## config.mk

```make
export PLATFORM = sky130hd
export DESIGN_NAME = absorb_feeder
export DESIGN_NICKNAME = d
export VERILOG_FILES = /design/src/rtl/absorb_feeder.sv
export SDC_FILE = /design/constraint.sdc
export NUM_CORES = 1
export LEC_CHECK = 0
export CELL_PAD_IN_SITES_DETAIL_PLACEMENT = 1
export CELL_PAD_IN_SITES_GLOBAL_PLACEMENT = 1
export CORE_AREA = 5 5 351 353
export CTS_CLUSTER_SIZE = 24
export DETAILED_ROUTE_END_ITERATION = 10
export DIE_AREA = 0 0 356 358
export PLACE_DENSITY_LB_ADDON = 0.2
export SYNTH_ARGS = -nofsm -noshare
export SYNTH_HDL_FRONTEND = slang
export SYNTH_SLANG_ARGS = --single-unit
```

## constraint.sdc

```tcl
create_clock -name clk -period 5.23 [get_ports clk]
set_clock_uncertainty 0.05 [all_clocks]
set_input_delay 0.523 -clock clk [delete_from_list [all_inputs] [get_ports clk]]
set_output_delay 0.523 -clock clk [all_outputs]
set_load 0.05 [all_outputs]
```

## src/rtl/absorb_feeder.sv

```systemverilog
// -----------------------------------------------------------------------------
// absorb_feeder
//   Sequencing stage directly upstream of absorb_unit. It takes a 256-bit
//   message stream and presents either the live beat or stored carry-over bytes
//   to absorb_unit. It also owns the bytes_absorbed count for the current rate
//   block. When a rate block fills, it raises a permutation request. When the
//   message ends, it raises a padding request. Carry-over that absorb_unit could
//   not fit into a full block is latched and replayed once the permutation has
//   finished.
//
// Ports
//   clk, rst            clock, synchronous active-high reset
//   start_i, rate_i     begin a new message; rate in bits, latched on start
//   t_valid_i/t_ready_o input beat handshake
//   t_data_i/t_keep_i   beat payload and contiguous LSB-first byte enables
//   t_last_i            final beat of the message
//   msg_o/keep_o        data and byte enables driven to absorb_unit
//   bytes_absorbed_o    registered byte count within the current block
//   bytes_absorbed_i    updated byte count computed by absorb_unit
//   carry_over_i, carry_keep_i, has_carry_over_i
//                       overflow bytes from absorb_unit
//   absorb_en_o         state register captures absorb_unit output this cycle
//   perm_req_o/perm_done_i  permutation request (level) / completion (pulse)
//   pad_req_o/pad_bytes_o/pad_ack_i
//                       padding request (level), pad offset, acceptance (pulse)
//
// Handshake: a beat transfers on any rising clk edge where t_valid_i and
// t_ready_o are both high. t_ready_o depends only on the FSM state, never on
// t_valid_i. A beat held valid while t_ready_o is low is neither consumed nor
// duplicated.
// -----------------------------------------------------------------------------
module absorb_feeder #(
  // Widths mirror keccak_pkg; they are not meant to be overridden.
  localparam int DWIDTH            = 256,
  localparam int KEEP_WIDTH        = 32,
  localparam int CARRY_KEEP_WIDTH  = 24,
  localparam int RATE_WIDTH        = 11,
  localparam int BYTE_ABSORB_WIDTH = 8
) (
  input  logic                         clk,
  input  logic                         rst,
  input  logic                         start_i,
  input  logic [RATE_WIDTH-1:0]        rate_i,
  input  logic                         t_valid_i,
  output logic                         t_ready_o,
  input  logic [DWIDTH-1:0]            t_data_i,
  input  logic [KEEP_WIDTH-1:0]        t_keep_i,
  input  logic                         t_last_i,
  output logic [DWIDTH-1:0]            msg_o,
  output logic [KEEP_WIDTH-1:0]        keep_o,
  output logic [BYTE_ABSORB_WIDTH-1:0] bytes_absorbed_o,
  input  logic [BYTE_ABSORB_WIDTH-1:0] bytes_absorbed_i,
  input  logic [DWIDTH-1:0]            carry_over_i,
  input  logic                         has_carry_over_i,
  input  logic [CARRY_KEEP_WIDTH-1:0]  carry_keep_i,
  output logic                         absorb_en_o,
  output logic                         perm_req_o,
  input  logic                         perm_done_i,
  output logic                         pad_req_o,
  output logic [BYTE_ABSORB_WIDTH-1:0] pad_bytes_o,
  input  logic                         pad_ack_i
);

  typedef enum logic [2:0] {
    ST_IDLE    = 3'd0,
    ST_ABSORB  = 3'd1,
    ST_PERMUTE = 3'd2,
    ST_CARRY   = 3'd3,
    ST_PAD     = 3'd4
  } state_e;

  state_e                         state_q, state_d;
  logic [BYTE_ABSORB_WIDTH-1:0]   count_q, count_d;
  // Rate in bytes. Kept at rate_i width so the shifted value is stored without
  // truncation; the upper bits are always zero for the legal rates.
  logic [RATE_WIDTH-1:0]          rate_bytes_q, rate_bytes_d;
  logic [DWIDTH-1:0]              carry_data_q, carry_data_d;
  logic [CARRY_KEEP_WIDTH-1:0]    carry_keep_q, carry_keep_d;
  logic                           carry_vld_q, carry_vld_d;
  logic                           last_pend_q, last_pend_d;

  // A full block is detected when absorb_unit reports the rate as its new
  // count. Its own count never exceeds the rate.
  logic block_full;
  assign block_full =
    ({{(RATE_WIDTH-BYTE_ABSORB_WIDTH){1'b0}}, bytes_absorbed_i} == rate_bytes_q);

  // Next-state logic
  always_comb begin
    state_d      = state_q;
    count_d      = count_q;
    rate_bytes_d = rate_bytes_q;
    carry_data_d = carry_data_q;
    carry_keep_d = carry_keep_q;
    carry_vld_d  = carry_vld_q;
    last_pend_d  = last_pend_q;

    case (state_q)
      ST_IDLE: begin
        if (start_i) begin
          rate_bytes_d = rate_i >> 3;
          count_d      = '0;
          last_pend_d  = 1'b0;
          state_d      = ST_ABSORB;
        end
      end

      ST_ABSORB: begin
        if (t_valid_i) begin
          last_pend_d = last_pend_q | t_last_i;
          if (block_full) begin
            count_d      = '0;
            carry_data_d = carry_over_i;
            carry_keep_d = carry_keep_i;
            carry_vld_d  = has_carry_over_i;
            state_d      = ST_PERMUTE;
          end else begin
            count_d = bytes_absorbed_i;
            if (t_last_i) state_d = ST_PAD;
          end
        end
      end

      ST_PERMUTE: begin
        if (perm_done_i) begin
          if (carry_vld_q)      state_d = ST_CARRY;
          else if (last_pend_q) state_d = ST_PAD;
          else                  state_d = ST_ABSORB;
        end
      end

      // Carry-over is at most 24 bytes and the smallest rate is 72 bytes, so a
      // replay can never fill a block. A single cycle is always enough.
      ST_CARRY: begin
        count_d     = bytes_absorbed_i;
        carry_vld_d = 1'b0;
        state_d     = last_pend_q ? ST_PAD : ST_ABSORB;
      end

      ST_PAD: begin
        if (pad_ack_i) begin
          count_d = '0;
          state_d = ST_IDLE;
        end
      end

      default: state_d = ST_IDLE;
    endcase
  end

  always_ff @(posedge clk) begin
    if (rst) begin
      state_q      <= ST_IDLE;
      count_q      <= '0;
      rate_bytes_q <= '0;
      carry_data_q <= '0;
      carry_keep_q <= '0;
      carry_vld_q  <= 1'b0;
      last_pend_q  <= 1'b0;
    end else begin
      state_q      <= state_d;
      count_q      <= count_d;
      rate_bytes_q <= rate_bytes_d;
      carry_data_q <= carry_data_d;
      carry_keep_q <= carry_keep_d;
      carry_vld_q  <= carry_vld_d;
      last_pend_q  <= last_pend_d;
    end
  end

  // Output decode. The outputs depend only on registered state, except for the
  // zero-latency pass-through of the live beat in ABSORB.
  always_comb begin
    t_ready_o   = 1'b0;
    msg_o       = '0;
    keep_o      = '0;
    absorb_en_o = 1'b0;
    perm_req_o  = 1'b0;
    pad_req_o   = 1'b0;
    pad_bytes_o = '0;

    case (state_q)
      ST_ABSORB: begin
        t_ready_o   = 1'b1;
        msg_o       = t_data_i;
        keep_o      = t_keep_i;
        absorb_en_o = t_valid_i;
      end
      ST_PERMUTE: perm_req_o = 1'b1;
      ST_CARRY: begin
        msg_o       = carry_data_q;
        keep_o      = {{(KEEP_WIDTH-CARRY_KEEP_WIDTH){1'b0}}, carry_keep_q};
        absorb_en_o = 1'b1;
      end
      ST_PAD: begin
        pad_req_o   = 1'b1;
        pad_bytes_o = count_q;
      end
      default: ;
    endcase
  end

  assign bytes_absorbed_o = count_q;

endmodule

```

==> impl_results.md <==
- Top cells by area, synth: dfxtp_1 38%, a22o_1 15%, o31ai_1 13%
- Initial antenna violation count: 47
- Die width: 356 um
- Gr ovfl total: 0
- Unique cell type count in the Yosys netlist: 44
- Leakage: 8.625 nW
- Relative slew slack: 22.04%
- Hold Buf Count CTS: 0
- Number of flops mapped to enable cells by yosys: 0
- Crit Path Class: reg -> out
- Die Span Y: 358 um
- DRT Pass-1 Iters: 6
- Post-synthesis simple-gate area fraction: 14.06%
- PwrDens: 427.9 nW/um^2
- Max_cap viols: 0
- GR Util All Layers: 15.37%
- Clock transition at path regs: 0.06 ns
- Area Overhead vs Synth: 74.19%
- Synthesized area: 16000 um^2
- Critical Path End Type: output port
- Post-synthesis compound-gate area fraction: 38.65%
- DP Area: 26450 um^2
- Clock tree sinks: 301
- Post-DP HPWL: 76170 um
- Clock Latency Late Sink: 0.60 ns
- Final instance area: 27860 um^2
- R2R depth: 7
- Routed Antenna Nets: 0
- Post-Synth XOR/XNOR Area: 0.4380%
- Met1 Use GR: 17.48%
- Root Buffer: clkbuf_16
- Remaining DRCs: 0
- Routed vias: 19.31k
- Crit path time final: 4.533 ns
- Critical Path Start Type: flip-flop
- Crit Path Max Fanout: 78
- Async S/R FF share, synth: 0%
- Vias per cell: 4.544
- GRT met3 Usage: 4.984%
- CP arrival: 3.96 ns
- Fillers: 13.83k
- RSZ-0062 raised after global routing: no
- Number of global-route vias before repair: 20.75k
- Die area: 127400 um^2
- Slew @ Worst Pin: 1.154 ns
- Nets: 3179
- YS warnings: 0
- Main flop type after synthesis: dfxtp_1
- Crit share post-route: 86.67%
- Worst EP required: 4.66 ns
- Yosys top cell area share: 37.67%
- Cts bufs inserted: 43
- Starting Density: 13.39%
- Max clock buf depth: 3
- Post-Syn Area per Cell: 8.656 um^2
- Final Hold Vio Count: 0
- Layout cell share with drive strength beyond 1: 5.855%
- Worst min-delay path class: in -> reg
- GPL Wtd Cong: 0.8419
- Busiest layer in global routing: met2
- I/O Pins: 903
- Layout Utilization: 23.32%
- Adder-cell share of the synthesized area: 0%
- Largest net degree at the start of global routing: 154
- Final setup vio count: 0
- WL/cell: 24.70 um
- Post-CTS Setup Inserts: 0
- Number of port buffers: 899
- CTS tree: yes
- First DRT Iteration DRCs: 1352
- Core area: 119500 um^2
- Post-CTS Resized: 0
- Largest family of logic cells by synthesized area: compound AO/OA/AOI/OAI gates
- Sequential area share after synthesis: 37.67%
- #FFs+latches synth: 301
- Max Slew Vio Count: 0
- Fmax: 220.6 MHz
- H-tree depth: 2
- Row Count: 127
- First-pass GRT wire length: 147300 um
- Final WL: 105000 um
- Outcome: complete, no violations
- Max IR drop VDD: 250.6 uV
- Met2 usage: 27.67%
- TNS Setup: 0 ns
- Mux contribution to synthesized area: 0%
- Synthesized Nets: 2443
- Top cell type by total area after synthesis: dfxtp_1
- Hold Path Cell Cnt: 2
- Post-Synthesis Cells: 1848
[path summary, 6_finish.rpt]
kind | start | end | slack [ns]
hold reg to reg | carry_data_q[220] | carry_data_q[220] | 0.42
setup reg to reg | state_q[0] | carry_data_q[4] | 1.76
setup / recovery | state_q[1] | msg_o[136] | 0.70
hold / removal | rst | carry_data_q[126] | 0.34
[kinds of logic after synthesis]
kind of cell | after synthesis
flops | 301
compound gates | 873
simple gates | 373
buf+inv | 293
xor+xnor | 8
[final cells by class]
cell class                      instances  area (um^2)  area share (%)
Multi-Input combinational cell       1254         8531           30.62
Antenna cell                           25        62.56          0.2245
Tap cell                             1612         2017           7.238
Sequential cell                       301         6026           21.63
Inverter                                3        18.77         0.06736
Clock buffer                           64         1226           4.401
Clock inverter                         10        126.4          0.4535
Timing Repair Buffer                  981         9857           35.37
[through the flow]
| step | hold slack, ns | instances | total power, mW | worst slack, ns |
|---|---|---|---|---|
| 2_1_floorplan | 0.3980 | 1848 | 6.665 | 2.464 |
| 3_3_place_gp | 0.4051 | 4151 | 9.083 | 1.362 |
| 3_5_place_dp | 0.4130 | 4151 | 9.124 | 1.296 |
| 4_1_cts | 0.2817 | 4225 | 12.15 | 0.5878 |
| 5_1_grt | 0.3208 | 4240 | 12.42 | 0.4295 |
| 6_report | 0.3383 | 4250 | 11.92 | 0.6972 |
[placed cells by master, fill, tap and decap left out, types with 15 or more instances in the layout]
master           netlist  layout
dfxtp_1              301     301
nand2_1               36      36
clkdlybuf4s50_1        0     898
diode_2                0      25
a22o_1               280     280
nand4_1              285     285
clkbuf_16              0      44
clkbuf_1             153      15
buf_4                 49      63
o31ai_1              281     281
and2_1                17      16
buf_12                 0      19
a21oi_1              291     291
[worst max-delay path: stages, from the launching register on]
cell	delay (ns)
dfxtp_1	0.60
inv_1	0.12
nor2_1	0.15
and2_4	0.56
buf_12	0.34
buf_4	0.32
a22o_1	0.21
clkdlybuf4s50_1	0.84
[power breakdown]
part	total (mW)	switching, mW	internal (mW)
registers	2.37	0.0480	2.32
logic	6.65	4.41	2.24
clock network	2.90	1.18	1.72
[cell usage after synthesis, drive strengths merged, types with 3 or more instances]
cell type / count
dfxtp: 301
a21oi: 291
nand4: 285
o31ai: 281
a22o: 280
clkbuf: 153
buf: 137
nand2: 37
and2: 18
nand3: 8
o211ai: 8
xnor2: 8
nor2: 6
nand2b: 4
inv: 3
[layer usage]
layer,share of wire (%),vias to the layer above
li1,-,8903
met3,7.4,120
met4,1.9,22
met2,51,600
met1,40,9667
met5,0.14,-
[flip-flops by register name, summed over array words and instances (netlist names)]
register	flops
carry_data_q	256
carry_keep_q	24
bytes_absorbed_o	8
rate_bytes_q	8
state_q	3
carry_vld_q	1
last_pend_q	1
Note: power is estimated with default switching activity, not from simulation.
